===== config.mk =====
export PLATFORM = sky130hd
export DESIGN_NAME = bcd_seq_decoder_flat
export DESIGN_NICKNAME = d
export VERILOG_FILES = /design/src/rtl/bcd_pkg.sv /design/src/rtl/bcd_seq_decoder_if.sv /design/src/rtl/seg7_encoder.sv /design/src/rtl/bcd_seq_decoder.sv /design/src/flat_wrapper.sv
export SDC_FILE = /design/constraint.sdc
export NUM_CORES = 1
export LEC_CHECK = 0
export ABC_AREA = 1
export BUFFER_PORTS_ARGS = -buffer_cell sky130_fd_sc_hd__buf_2
export CAP_MARGIN = 10
export CORE_ASPECT_RATIO = 1.4
export CORE_MARGIN = 2
export CORE_UTILIZATION = 55
export CTS_CLUSTER_SIZE = 28
export DETAILED_ROUTE_END_ITERATION = 6
export PLACE_DENSITY = 0.88
export REMOVE_ABC_BUFFERS = 1
export SLEW_MARGIN = 20
export SYNTH_ARGS = -nofsm -noshare
export SYNTH_HDL_FRONTEND = slang
export SYNTH_SLANG_ARGS = --single-unit

===== constraint.sdc =====
create_clock -name clk -period 3.5 [get_ports clk]
set_clock_uncertainty 0.05 [all_clocks]
set_input_delay 0.875 -clock clk [delete_from_list [all_inputs] [get_ports clk]]
set_output_delay 0.875 -clock clk [all_outputs]
set_load 0.02 [all_outputs]

===== src/rtl/bcd_pkg.sv =====
// Shared definitions for the sequential binary-to-BCD / seven-segment decoder.
// Holds the FSM encoding, segment code table and double-dabble adjust constants.
package bcd_pkg;

  typedef enum logic [1:0] {
    IDLE  = 2'd0,
    SHIFT = 2'd1,
    DONE  = 2'd2
  } state_t;

  localparam int unsigned SEG_W = 7;

  // Active-low codes, bit 6 = segment a ... bit 0 = segment g.
  localparam logic [SEG_W-1:0] SEG_0     = 7'b0000001;
  localparam logic [SEG_W-1:0] SEG_1     = 7'b1001111;
  localparam logic [SEG_W-1:0] SEG_2     = 7'b0010010;
  localparam logic [SEG_W-1:0] SEG_3     = 7'b0000110;
  localparam logic [SEG_W-1:0] SEG_4     = 7'b1001100;
  localparam logic [SEG_W-1:0] SEG_5     = 7'b0100100;
  localparam logic [SEG_W-1:0] SEG_6     = 7'b0100000;
  localparam logic [SEG_W-1:0] SEG_7     = 7'b0001111;
  localparam logic [SEG_W-1:0] SEG_8     = 7'b0000000;
  localparam logic [SEG_W-1:0] SEG_9     = 7'b0000100;
  localparam logic [SEG_W-1:0] SEG_BLANK = 7'b1111111;

  localparam logic [3:0] ADJ_THRESH = 4'd5;
  localparam logic [3:0] ADJ_ADD    = 4'd3;

  // Digit to segment code; non-decimal nibbles show blank.
  function automatic logic [SEG_W-1:0] seg7_code(input logic [3:0] digit);
    logic [SEG_W-1:0] code;
    case (digit)
      4'd0:    code = SEG_0;
      4'd1:    code = SEG_1;
      4'd2:    code = SEG_2;
      4'd3:    code = SEG_3;
      4'd4:    code = SEG_4;
      4'd5:    code = SEG_5;
      4'd6:    code = SEG_6;
      4'd7:    code = SEG_7;
      4'd8:    code = SEG_8;
      4'd9:    code = SEG_9;
      default: code = SEG_BLANK;
    endcase
    return code;
  endfunction

endpackage


===== src/rtl/bcd_seq_decoder_if.sv =====
// Start/busy/done handshake and result bus of the sequential BCD decoder.
interface bcd_seq_decoder_if #(
  parameter int unsigned N      = 10,
  parameter int unsigned DIGITS = 4,
  parameter int unsigned SEG    = 7
);

  logic                    start;
  logic [N-1:0]            bin_in;
  logic                    busy;
  logic                    done;
  logic                    ovf;
  logic [4*DIGITS-1:0]     bcd_out;
  logic [SEG*DIGITS-1:0]   seg_out;

  modport master (
    output start, bin_in,
    input  busy, done, ovf, bcd_out, seg_out
  );

  modport slave (
    input  start, bin_in,
    output busy, done, ovf, bcd_out, seg_out
  );

endinterface


===== src/rtl/seg7_encoder.sv =====
// One-digit active-low seven-segment encoder with forced-blank input.
module seg7_encoder
  import bcd_pkg::*;
#(
  parameter int unsigned SEG = 7
) (
  input  logic [3:0]     digit,
  input  logic           blank,
  output logic [SEG-1:0] seg_c
);

  always_comb begin
    seg_c = SEG'(SEG_BLANK);
    if (!blank) seg_c = SEG'(seg7_code(digit));
  end

endmodule


===== src/rtl/bcd_seq_decoder.sv =====
// Iterative double-dabble binary-to-BCD converter, one input bit per clock,
// with registered BCD, seven-segment and overflow results.
module bcd_seq_decoder
  import bcd_pkg::*;
#(
  parameter int unsigned N        = 10,
  parameter int unsigned DIGITS   = 4,
  parameter int unsigned SEG      = 7,
  parameter int unsigned BLANK_LZ = 0
) (
  input  logic               clk,
  input  logic               rst,
  bcd_seq_decoder_if.slave   bus
);

  localparam int unsigned BW = 4 * DIGITS;
  localparam int unsigned SW = BW + N;
  localparam int unsigned CW = $clog2(N + 1);

  state_t                state;
  logic [SW-1:0]         sh;
  logic [CW-1:0]         cnt;
  logic                  acc;

  logic                  busy_q;
  logic                  done_q;
  logic                  ovf_q;
  logic [BW-1:0]         bcd_q;
  logic [SEG*DIGITS-1:0] seg_q;

  logic [SW-1:0]         adj;
  logic [SW-1:0]         sh_nxt;
  logic                  carry;
  logic [BW-1:0]         bcd_nxt;
  logic [DIGITS-1:0]     blank;
  logic [SEG*DIGITS-1:0] seg_nxt;

  // One double-dabble step: adjust every BCD nibble, then shift left by one.
  always_comb begin
    adj = sh;
    for (int unsigned d = 0; d < DIGITS; d++) begin
      if (adj[N+4*d +: 4] >= ADJ_THRESH)
        adj[N+4*d +: 4] = adj[N+4*d +: 4] + ADJ_ADD;
    end
    carry   = adj[SW-1];
    sh_nxt  = {adj[SW-2:0], 1'b0};
    bcd_nxt = sh_nxt[SW-1:N];
  end

  // Leading-zero blanking scans from the most significant digit down.
  always_comb begin
    logic nz;
    nz    = 1'b0;
    blank = '0;
    for (int d = int'(DIGITS) - 1; d >= 0; d--) begin
      nz       = nz | (bcd_nxt[4*d +: 4] != 4'd0);
      blank[d] = (BLANK_LZ != 0) && (d != 0) && !nz;
    end
  end

  for (genvar g = 0; g < DIGITS; g++) begin : g_enc
    seg7_encoder #(.SEG(SEG)) u_enc (
      .digit (bcd_nxt[4*g +: 4]),
      .blank (blank[g]),
      .seg_c (seg_nxt[SEG*g +: SEG])
    );
  end

  always_ff @(posedge clk or posedge rst) begin
    if (rst) begin
      state  <= IDLE;
      sh     <= '0;
      cnt    <= '0;
      acc    <= 1'b0;
      busy_q <= 1'b0;
      done_q <= 1'b0;
      ovf_q  <= 1'b0;
      bcd_q  <= '0;
      seg_q  <= '1;
    end else begin
      case (state)
        IDLE: begin
          done_q <= 1'b0;
          if (bus.start) begin
            sh     <= {BW'(0), bus.bin_in};
            cnt    <= CW'(N);
            acc    <= 1'b0;
            busy_q <= 1'b1;
            state  <= SHIFT;
          end
        end
        SHIFT: begin
          sh  <= sh_nxt;
          cnt <= cnt - CW'(1);
          acc <= acc | carry;
          // Final shift publishes the result directly from the step logic.
          if (cnt == CW'(1)) begin
            busy_q <= 1'b0;
            done_q <= 1'b1;
            bcd_q  <= bcd_nxt;
            seg_q  <= seg_nxt;
            ovf_q  <= acc | carry;
            state  <= DONE;
          end
        end
        DONE: begin
          done_q <= 1'b0;
          state  <= IDLE;
        end
        default: begin
          busy_q <= 1'b0;
          done_q <= 1'b0;
          state  <= IDLE;
        end
      endcase
    end
  end

  assign bus.busy    = busy_q;
  assign bus.done    = done_q;
  assign bus.ovf     = ovf_q;
  assign bus.bcd_out = bcd_q;
  assign bus.seg_out = seg_q;

endmodule


===== src/flat_wrapper.sv =====
// flat-port wrapper written by rule: the top's interface ports become plain ports
module bcd_seq_decoder_flat import bcd_pkg::*;
#(
  parameter int unsigned N        = 10,
  parameter int unsigned DIGITS   = 4,
  parameter int unsigned SEG      = 7,
  parameter int unsigned BLANK_LZ = 0
)
  (clk, rst, bus_start, bus_bin_in, bus_busy, bus_done, bus_ovf, bus_bcd_out, bus_seg_out);
  bcd_seq_decoder_if #(.N(N), .DIGITS(DIGITS), .SEG(SEG)) bus_i ();
  input  logic clk;
  input  logic rst;
  input wire logic [$bits(bus_i.start)-1:0] bus_start;
  input wire logic [$bits(bus_i.bin_in)-1:0] bus_bin_in;
  output wire logic [$bits(bus_i.busy)-1:0] bus_busy;
  output wire logic [$bits(bus_i.done)-1:0] bus_done;
  output wire logic [$bits(bus_i.ovf)-1:0] bus_ovf;
  output wire logic [$bits(bus_i.bcd_out)-1:0] bus_bcd_out;
  output wire logic [$bits(bus_i.seg_out)-1:0] bus_seg_out;
  assign bus_i.start = bus_start;
  assign bus_i.bin_in = bus_bin_in;
  assign bus_busy = bus_i.busy;
  assign bus_done = bus_i.done;
  assign bus_ovf = bus_i.ovf;
  assign bus_bcd_out = bus_i.bcd_out;
  assign bus_seg_out = bus_i.seg_out;
  bcd_seq_decoder #(.N(N), .DIGITS(DIGITS), .SEG(SEG), .BLANK_LZ(BLANK_LZ)) u_core (.clk(clk), .rst(rst), .bus(bus_i));
endmodule

# ---- Yosys cells after proc, flatten, opt, wreduce, memory -nomap -nowiden
# Memory sizes are Yosys's and may differ from the RTL's. A register that Yosys moved wholly into a read port is not among the register bits.
# Cells that the tools add are included.
dict set report word_totals {
  regBits 52
  romBits 448
  out_inout_bits 47
  wordCells 52
  n_memories 4
}
dict set report op_classes {
  addsub 5
  n_lt_le_gt_ge 4
  n_eq_ne 5
  muxes 18
  bitwise 2
  reduce_logical 6
}
# memory depth width rd rd_clocked_by_memory_dff wr line_no
set mem_list {}
lappend mem_list {{(name not given)} 16 7 1 1 0 bcd_pkg.sv:32} ;# case (digit)
lappend mem_list {{(name not given)} 16 7 1 1 0 bcd_pkg.sv:32}
lappend mem_list {{(name not given)} 16 7 1 1 0 bcd_pkg.sv:32}
lappend mem_list {{(name not given)} 16 7 1 1 0 bcd_pkg.sv:32}
# operator n
set op_table {}
lappend op_table {{26-bit one-hot mux with 2 select lines} 1}
lappend op_table {{26-bit two-way mux} 1}
lappend op_table {{4-bit two-way mux} 5}
lappend op_table {{4-bit by 2-bit adder with 4-bit output (second input constant)} 4}
lappend op_table {{4-bit by 3-bit >= comparator with 1-bit output (second input constant)} 4}
lappend op_table {{4-bit one-hot mux with 2 select lines} 1}
lappend op_table {{2-bit AND reduction} 3}
lappend op_table {{1-bit two-way mux} 5}
lappend op_table {{4-bit by 1-bit equality test with 1-bit output (second input constant)} 1}
lappend op_table {{2-bit two-way mux} 2}
lappend op_table {{2-bit one-hot mux with 2 select lines} 1}
lappend op_table {{4-bit by 1-bit subtractor with 4-bit output (second input constant)} 1}
lappend op_table {{1-bit one-hot mux with 3 select lines} 1}
lappend op_table {{3-bit AND reduction} 1}
lappend op_table {{2-bit by 1-bit equality test with 1-bit output (second input constant)} 1}
lappend op_table {{2-bit equality test (second input constant)} 1}
lappend op_table {{2-bit zero test} 1}
lappend op_table {{2-bit by 1-bit != test with 1-bit output (second input constant)} 1}
lappend op_table {{2-bit != test (second input constant)} 1}
lappend op_table {{1-bit one-hot mux with 2 select lines} 1}
lappend op_table {{2-bit nonzero test} 1}
lappend op_table {{1-bit NOT} 1}
lappend op_table {{1-bit OR} 1}

# ---- Depth between registers and ports, before layout
# Gate-level depths: netlist of run 1.
dict set report logic_depth {
  word_depth 4
  mapped_depth 14
}

# ---- By module
# A second synthesis of run 1 with hierarchy kept.
dict set report hier_totals {
  cells_unflattened 583
  hier_area_um2 4490.6
}
# module instances cells_each area_per_inst_um2 seq_area_each_um2
set by_module_without_submodules {}
lappend by_module_without_submodules {bcd_seq_decoder 1 435 3682.3 2037.0}
lappend by_module_without_submodules {{seg7_encoder (u_core.g_enc[3].u_enc)} 1 37 209.0 0.0}
lappend by_module_without_submodules {{seg7_encoder (u_core.g_enc[2].u_enc)} 1 37 203.9 0.0}
lappend by_module_without_submodules {{seg7_encoder (u_core.g_enc[1].u_enc)} 1 37 201.4 0.0}
lappend by_module_without_submodules {{seg7_encoder (u_core.g_enc[0].u_enc)} 1 37 193.9 0.0}

# ---- Worst setup path before layout of run 1
# No wires, ideal clock.
dict set report synth_path {
  path_type {register to register}
  start {reg u_core.sh[15]}
  end {reg u_core.seg_q[13], in the netlist u_core.bus.seg_out[13]}
  setup_ns 0.089
  t_arrival_ns 1.789
  slack_ns 1.572
  path_stages_with_launch 13
  synth_period_minus_slack_ns 1.928
  cell_sequence {dfrtp_1 inv_1 ha_1 inv_1 nand2_2 nand3_4 xor2_2 inv_1 ha_1 nand2_1 nand2_1 nand2_1 nand3_1}
}
dict set report synth_via {
  elab_chain_len 2
  elab_cells_between_ends 3
}
# item line_no
set synth_rtl {}
lappend synth_rtl {{start, declared} bcd_seq_decoder.sv:21} ;# logic [SW-1:0] sh;
lappend synth_rtl {{start signal, assigned} bcd_seq_decoder.sv:85} ;# sh <= {BW'(0), bus.bin_in};
lappend synth_rtl {{start signal, assigned} bcd_seq_decoder.sv:93} ;# sh <= sh_nxt;
lappend synth_rtl {{4-bit by 2-bit adder with 4-bit output / 4-bit by 3-bit >= comparator with 1-bit output (equally long branches)} {bcd_seq_decoder.sv:43, bcd_seq_decoder.sv:42}}
lappend synth_rtl {{4-bit two-way mux (*)} bcd_seq_decoder.sv:42} ;# if (adj[N+4*d +: 4] >= ADJ_THRESH)
lappend synth_rtl {{end, declared} bcd_seq_decoder.sv:29} ;# logic [SEG*DIGITS-1:0] seg_q;
# Mark *: on every way between the ends. The rest lies on a longest branch, timed or not.
# A chain may end at the register's enable or synchronous reset.

# ---- Worst setup path in the final report of run 1
dict set report layout_path {
  start {reg u_core.state[1]}
  end {reg u_core.seg_q[11], in the netlist u_core.bus.seg_out[11]}
}
dict set report layout_via {
  elab_chain_len 2
}
# item line_no
set layout_rtl {}
lappend layout_rtl {{start, declared} bcd_seq_decoder.sv:20} ;# state_t state;
lappend layout_rtl {{start signal, assigned} bcd_seq_decoder.sv:71} ;# state <= IDLE;
lappend layout_rtl {{start signal, assigned} bcd_seq_decoder.sv:89} ;# state <= SHIFT;
lappend layout_rtl {{start signal, assigned} bcd_seq_decoder.sv:103} ;# state <= DONE;
lappend layout_rtl {{2-bit by 1-bit equality test with 1-bit output} bcd_seq_decoder.sv:81} ;# case (state)
lappend layout_rtl {{2-bit AND reduction (no line)} -}
# No other way between the ends.

==> results.toml, run 1 <==
[pwr]
irDropWorstVdd_v = 0.000493
switching_share_pct = 47.6
p_int_mw = 3.00
leakage_nw = 2.47
clkPwrFrac_pct = 14.1
p_switching_mw = 2.73
seqPwrFrac_pct = 31.0
p_per_area_mw_per_mm2 = 1170
power_frac_comb_pct = 54.9

[route]
finalWirelength_um = 9030
antenna_left = 0
vias = 3620
drt_first_pass_iters = 5
route.detailed.drc = 0
wl_per_cell_um = 13.6
viasPerCell = 5.46
first_iter_violations = 245

[cts]
cts_tree = "built"
ctsHoldBuffers = 0
cts_root_buf = "clkbuf_8"
post-cts-setup-buffers = 0
cts_resized = 0
clock_latency_ns = 0.37
h-tree-depth = 3
numCtsBuffers = 9
cts_num_sinks = 80
cts_buffer_depth = 2
clkTransAtPathRegs_ns = 0.08

[critical_path]
worst-r2r-setup-slack_ns = 1.21
cp_max_fo = 44
endpoint_kind = "register"
cp.arrival_ns = 2.55
critical_path_class = "register to register"
crit_required_ns = 3.76
ff2ff_path_depth = 7
r2r-end = "u_core.bus.seg_out[11]"
startpoint_type = "register"
timing.rr.start = "u_core.state[1]"

[yosys]
syn-cell-area_sq_mm = 0.00431
synth_edf_count = 0
ys.flop_type = "dfrtp_1"
ys_ff_latch = 80
synth_top_area_share_pct = 30.2
ys_types = 37
syn_avg_cell_area_sq_um = 8.64
synth_seq_area_share_pct = 47.3
netlist_instances = 499
yosysMostFrequentCell = "nand2_1"
synth_warnings = 0
synthArstFlopShare_pct = 100
synth_commonest_cells = "nand2_1, dfrtp_1, inv_1"
synth.top_cells.by_area = "dfrtp_1, dfstp_2, nand2_1"
synth_top_area_cell = "dfrtp_1"

[grt]
grt_max_degree = 81
grtUsageTotal_pct = 22.4
overflow = 0
grt_pass1_vias = 3416
antenna_found_initial = 0
grt_first_pass_wirelength_um = 15200

[die]
coreArea_sq_mm = 0.00765
pin_count = 60
rows = 38
die_w_um = 78.8
dieArea_sq_mm = 0.00857
die_y_um = 109
start_util_pct = 56.3

[sta]
period_needed_ns = 2.29
setup_viol = 0
rsz0062_at_grt = "false"
max_freq_ghz = 0.437
slew_viol_final = 0
post-route-period-util_pct = 65.3
tns_ns = 0
hold_viol = 0
tightest_slew_ns = 0.949
relSlewSlack_pct = 36.7

[layout]
final_area_sq_mm = 0.00491
final_cells = 663
antenna_cells = 0
area_delta_synth_final_pct = 13.9
layout.nets = 602
drive_gt1_share_pct = 23.6

[worst_hold_path]
hp-class = "register to register"
hold_depth = 2
hold-path-endpoint = "u_core.bus.seg_out[6]"
min_from = "u_core.bus.seg_out[6]"

[place]
numPlacedInstances = 647
placed_area_sq_mm = 0.00467
port-buffer-count = 59
gp_congestion = 0.881
dp_hpwl_um = 6230

[job]
drv_cap = 0

[run_status]
outcome = "complete, no violations"
[area by class of cell]
cell class	count	area, sq um
Multi-Input combinational cell	358	2010
Fill cell	630	2750
Tap cell	100	125
Inverter	48	183
Sequential cell	80	2040
Clock inverter	4	75.1
Timing Repair Buffer	61	310
Clock buffer	12	165
[per-layer routing]
metal / share of wire, % / routed length, um / up-vias / track usage [%]
met5: 0 / 0 / - / 0
met4: 2.3 / 211 / 0 / 9.73
met3: 5.2 / 469 / 19 / 5.96
met2: 50 / 4480 / 109 / 37.4
met1: 43 / 3870 / 1712 / 27.4
li1: - / - / 1780 / -
[power by group through the flow]
| stage | logic (mW) | clock network [mW] | registers [mW] |
|---|---|---|---|
| detailed placement | 3.12 | 0 | 1.79 |
| global placement | 3.00 | 0 | 1.77 |
| finish | 3.15 | 0.810 | 1.78 |
| floorplan | 1.98 | 0 | 2.10 |
| CTS | 3.14 | 0.819 | 1.78 |
| global route | 3.54 | 0.861 | 1.83 |
[critical path, cell delays in order (launching register included)]
cell and delay (ns):
dfrtp_1 0.36, inv_1 0.09, nand2_2 0.38, nor2_8 0.52, inv_4 0.27, a21oi_4 0.29
nand3_1 0.14, nand3_1 0.11
[placed cells by master, fill, tap and decap left out, types with 12 or more instances in the layout]
master,n
ha_1,31
nand2_2,13
o22ai_1,18
o21ai_0,31
nor2_1,35
nand3_1,40
dfrtp_1,52
clkbuf_8,12
nand4_1,13
inv_1,42
dfstp_2,28
buf_2,59
a21oi_1,18
nand2_1,124
[worst max-delay path by stage]
stage / startpoint / end / slack, ns / cells after the start
3_3_place_gp: u_core.state[1] / u_core.bus.seg_out[11] / 1.35 / 7
4_1_cts: u_core.state[1] / u_core.bus.seg_out[13] / 1.25 / 7
2_1_floorplan: rst / u_core.acc / 0.57 / 1
6_report: u_core.state[1] / u_core.bus.seg_out[11] / 1.21 / 7
5_1_grt: u_core.state[1] / u_core.bus.seg_out[13] / 1.03 / 7
3_5_place_dp: u_core.state[1] / u_core.bus.seg_out[13] / 1.28 / 7
[flip-flops by register name, summed over array words and instances, names as in the netlist]
name and flops:
u_core.bus.ovf 1, u_core.bus.seg_out 28, u_core.bus.bcd_out 16, u_core.bus.done 1, u_core.state 2, u_core.sh 26
u_core.bus.busy 1, u_core.acc 1, u_core.cnt 4
[logic make-up after synthesis]
kind of cell | after synthesis | synth area share (%)
buffers and inverters | 61 | 6.01
xor gates and xnor gates | 3 | 0.784
AOI/OAI and AO/OA | 84 | 11.4
adders and majority gates | 31 | 9.00
DFF | 80 | 47.3
and+or+nand+nor | 240 | 25.5
[stage by stage]
step / setup WS, ns / hold slack [ns] / util [%] / power (mW)
finish: 1.21 / 0.426 / 64.1 / 5.73
detailed placement: 1.28 / 0.410 / 61.0 / 4.91
global route: 1.03 / 0.439 / 64.1 / 6.23
global placement: 1.35 / 0.409 / 61.0 / 4.77
floorplan: 0.570 / 0.403 / - / 4.09
CTS: 1.25 / 0.427 / 64.1 / 5.74
No activity file was read; power rests on OpenSTA's default activity.
==> run 2, diff against run 1 <==
--- a/config.mk
+++ b/config.mk
@@ -10,10 +10,10 @@
 export CAP_MARGIN = 10
 export CORE_ASPECT_RATIO = 1.4
 export CORE_MARGIN = 2
-export CORE_UTILIZATION = 55
+export CORE_UTILIZATION = 52
 export CTS_CLUSTER_SIZE = 28
 export DETAILED_ROUTE_END_ITERATION = 6
-export PLACE_DENSITY = 0.88
+export PLACE_DENSITY = 0.87
 export REMOVE_ABC_BUFFERS = 1
 export SLEW_MARGIN = 20
 export SYNTH_ARGS = -nofsm -noshare
==> constraint.sdc (replaced) <==
create_clock -name clk -period 1.9 [get_ports clk]
set_clock_uncertainty 0.05 [all_clocks]
set_input_delay 0.475 -clock clk [delete_from_list [all_inputs] [get_ports clk]]
set_output_delay 0.475 -clock clk [all_outputs]
set_load 0.02 [all_outputs]
==> run 2 against run 1 <==
Sequential share of layout area is 5.8 points lower. Largest cell class is now multi-input gates. Register-to-register slack worse by 1.3 ns. The run now ends with negative setup slack left. Design area is 16% higher. Utilization is 6.4 points higher. Setup slack worse by 1.3 ns. First-iteration DRC count is 35% higher. Die area is 5.5% higher.
==> results.toml, run 2 (same netlist as run 1, synthesis figures left out) <==
[sta]
setup_viol = 5
post-route-period-util_pct = 102
setup_ws_ns = -0.0386
hold_viol = 0
rsz0062_at_grt = "true"
tightest_slew_ns = 0.422
period_needed_ns = 1.94
relSlewSlack_pct = 71.8
max_freq_ghz = 0.516
slew_viol_final = 0

[layout]
drive_gt1_share_pct = 39.8
layout.nets = 644
area_delta_synth_final_pct = 32.6
final_cells = 707
layout_commonest_cell = "nand2_1"
final_area_sq_mm = 0.00571
final_cell_mix = "nand2_1, buf_2, dfrtp_1"
largest_reg_flops = 28
n_fill_cell = 548
antenna_cells = 0

[die]
start_util_pct = 53.2
pin_count = 60
dieArea_sq_mm = 0.00904
rows = 39
die_w_um = 80.9
die_y_um = 112
coreArea_sq_mm = 0.00810

[worst_hold_path]
hp-class = "primary input to asynchronous set/reset pin"

[cts]
h-tree-depth = 3
cts_root_buf = "clkbuf_16"
clock_latency_ns = 0.35
cts_tree = "built"
cts_num_sinks = 80
numCtsBuffers = 9
clkTransAtPathRegs_ns = 0.06
ctsHoldBuffers = 0
cts_buffer_depth = 2

[route]
vias = 4192
antenna_left = 0
finalWirelength_um = 12400
drt_first_pass_iters = 7
wl_per_cell_um = 17.5
viasPerCell = 5.93
route.detailed.drc = 0
first_iter_violations = 330

[grt]
grt_max_degree = 81
grt_first_pass_wirelength_um = 17300
grtUsageTotal_pct = 24.3
antenna_found_initial = 0
overflow = 0
grt_pass1_vias = 3837

[run_status]
violations = "negative setup slack"
outcome = "finished, violations left"

[place]
port-buffer-count = 59
numPlacedInstances = 667
dp_hpwl_um = 6800
gp_congestion = 0.887
placed_area_sq_mm = 0.00482

[critical_path]
cp_max_fo = 7
startpoint_type = "register"
critical_path_class = "register to register"
endpoint_kind = "register"
cp.arrival_ns = 2.17
crit_required_ns = 2.13

[job]
drv_cap = 0
## run 2: what timing repair did
action / CTS / global route
setup endpoints to repair: 23 / 28
setup buffers: 3 / 21
gates resized for setup: 19 / 79
pin swaps: 2 / 29
cloned: 0 / 0
## run 2: cell type report
type                            count  area (sq um)  share of cell area [%]
Multi-Input combinational cell    358          2370                    41.5
Clock buffer                       12           267                    4.66
Sequential cell                    80          2040                    35.7
Inverter                           48           190                    3.33
Clock inverter                      4          75.1                    1.31
Tap cell                          102           128                    2.23
Timing Repair Buffer              103           642                    11.2
## run 2: final timing paths
check                                 startpoint                endpoint  slack [ns]  cells past startpoint
min in group clk                   bus_bin_in[0]            u_core.sh[0]        0.31                      2
max                                u_core.sh[19]  u_core.bus.seg_out[17]       -0.04                     11
max in group asynchronous                    rst   u_core.bus.seg_out[2]        1.28                      3
max reg2reg                        u_core.sh[19]  u_core.bus.seg_out[17]       -0.04                     11
min                                          rst           u_core.sh[16]        0.17                      3
min reg2reg                u_core.bus.seg_out[6]   u_core.bus.seg_out[6]        0.42                      2
## run 2: critical path: stages (launching register included)
cell,delay (ns)
dfrtp_1,0.40
inv_2,0.15
ha_4,0.16
inv_2,0.04
nand2_4,0.11
nand3_4,0.11
nand2_2,0.13
nand2_4,0.08
ha_4,0.26
nand3b_1,0.16
nand3_2,0.10
a21oi_2,0.13
## run 2: routing by layer
metal | share of wire, % | vias up | track usage [%] | wire length [um]
met5 | 0 | - | 0 | 0
met2 | 53 | 243 | 40.2 | 6580
li1 | - | 1857 | - | -
met3 | 6.3 | 60 | 5.02 | 781
met4 | 5.1 | 0 | 14.0 | 627
met1 | 36 | 2032 | 28.6 | 4400
## run 2: per-stage QoR
step / hold WS (ns) / setup slack (ns) / util, % / TNS, ns
6_report: 0.174 / -0.0386 / 70.5 / -0.0911
2_1_floorplan: 0.403 / -0.630 / - / -37.16
4_1_cts: 0.195 / 0.00538 / 64.5 / 0
5_1_grt: 0.210 / -0.123 / 70.5 / -1.44
3_5_place_dp: 0.407 / -0.126 / 59.5 / -1.16
3_3_place_gp: 0.406 / -0.00477 / 59.5 / -0.00477
Power of run 2 is left out: the tool's default activity adds up to more than one toggle a clock period on the data nets, which glitch-free logic cannot reach.
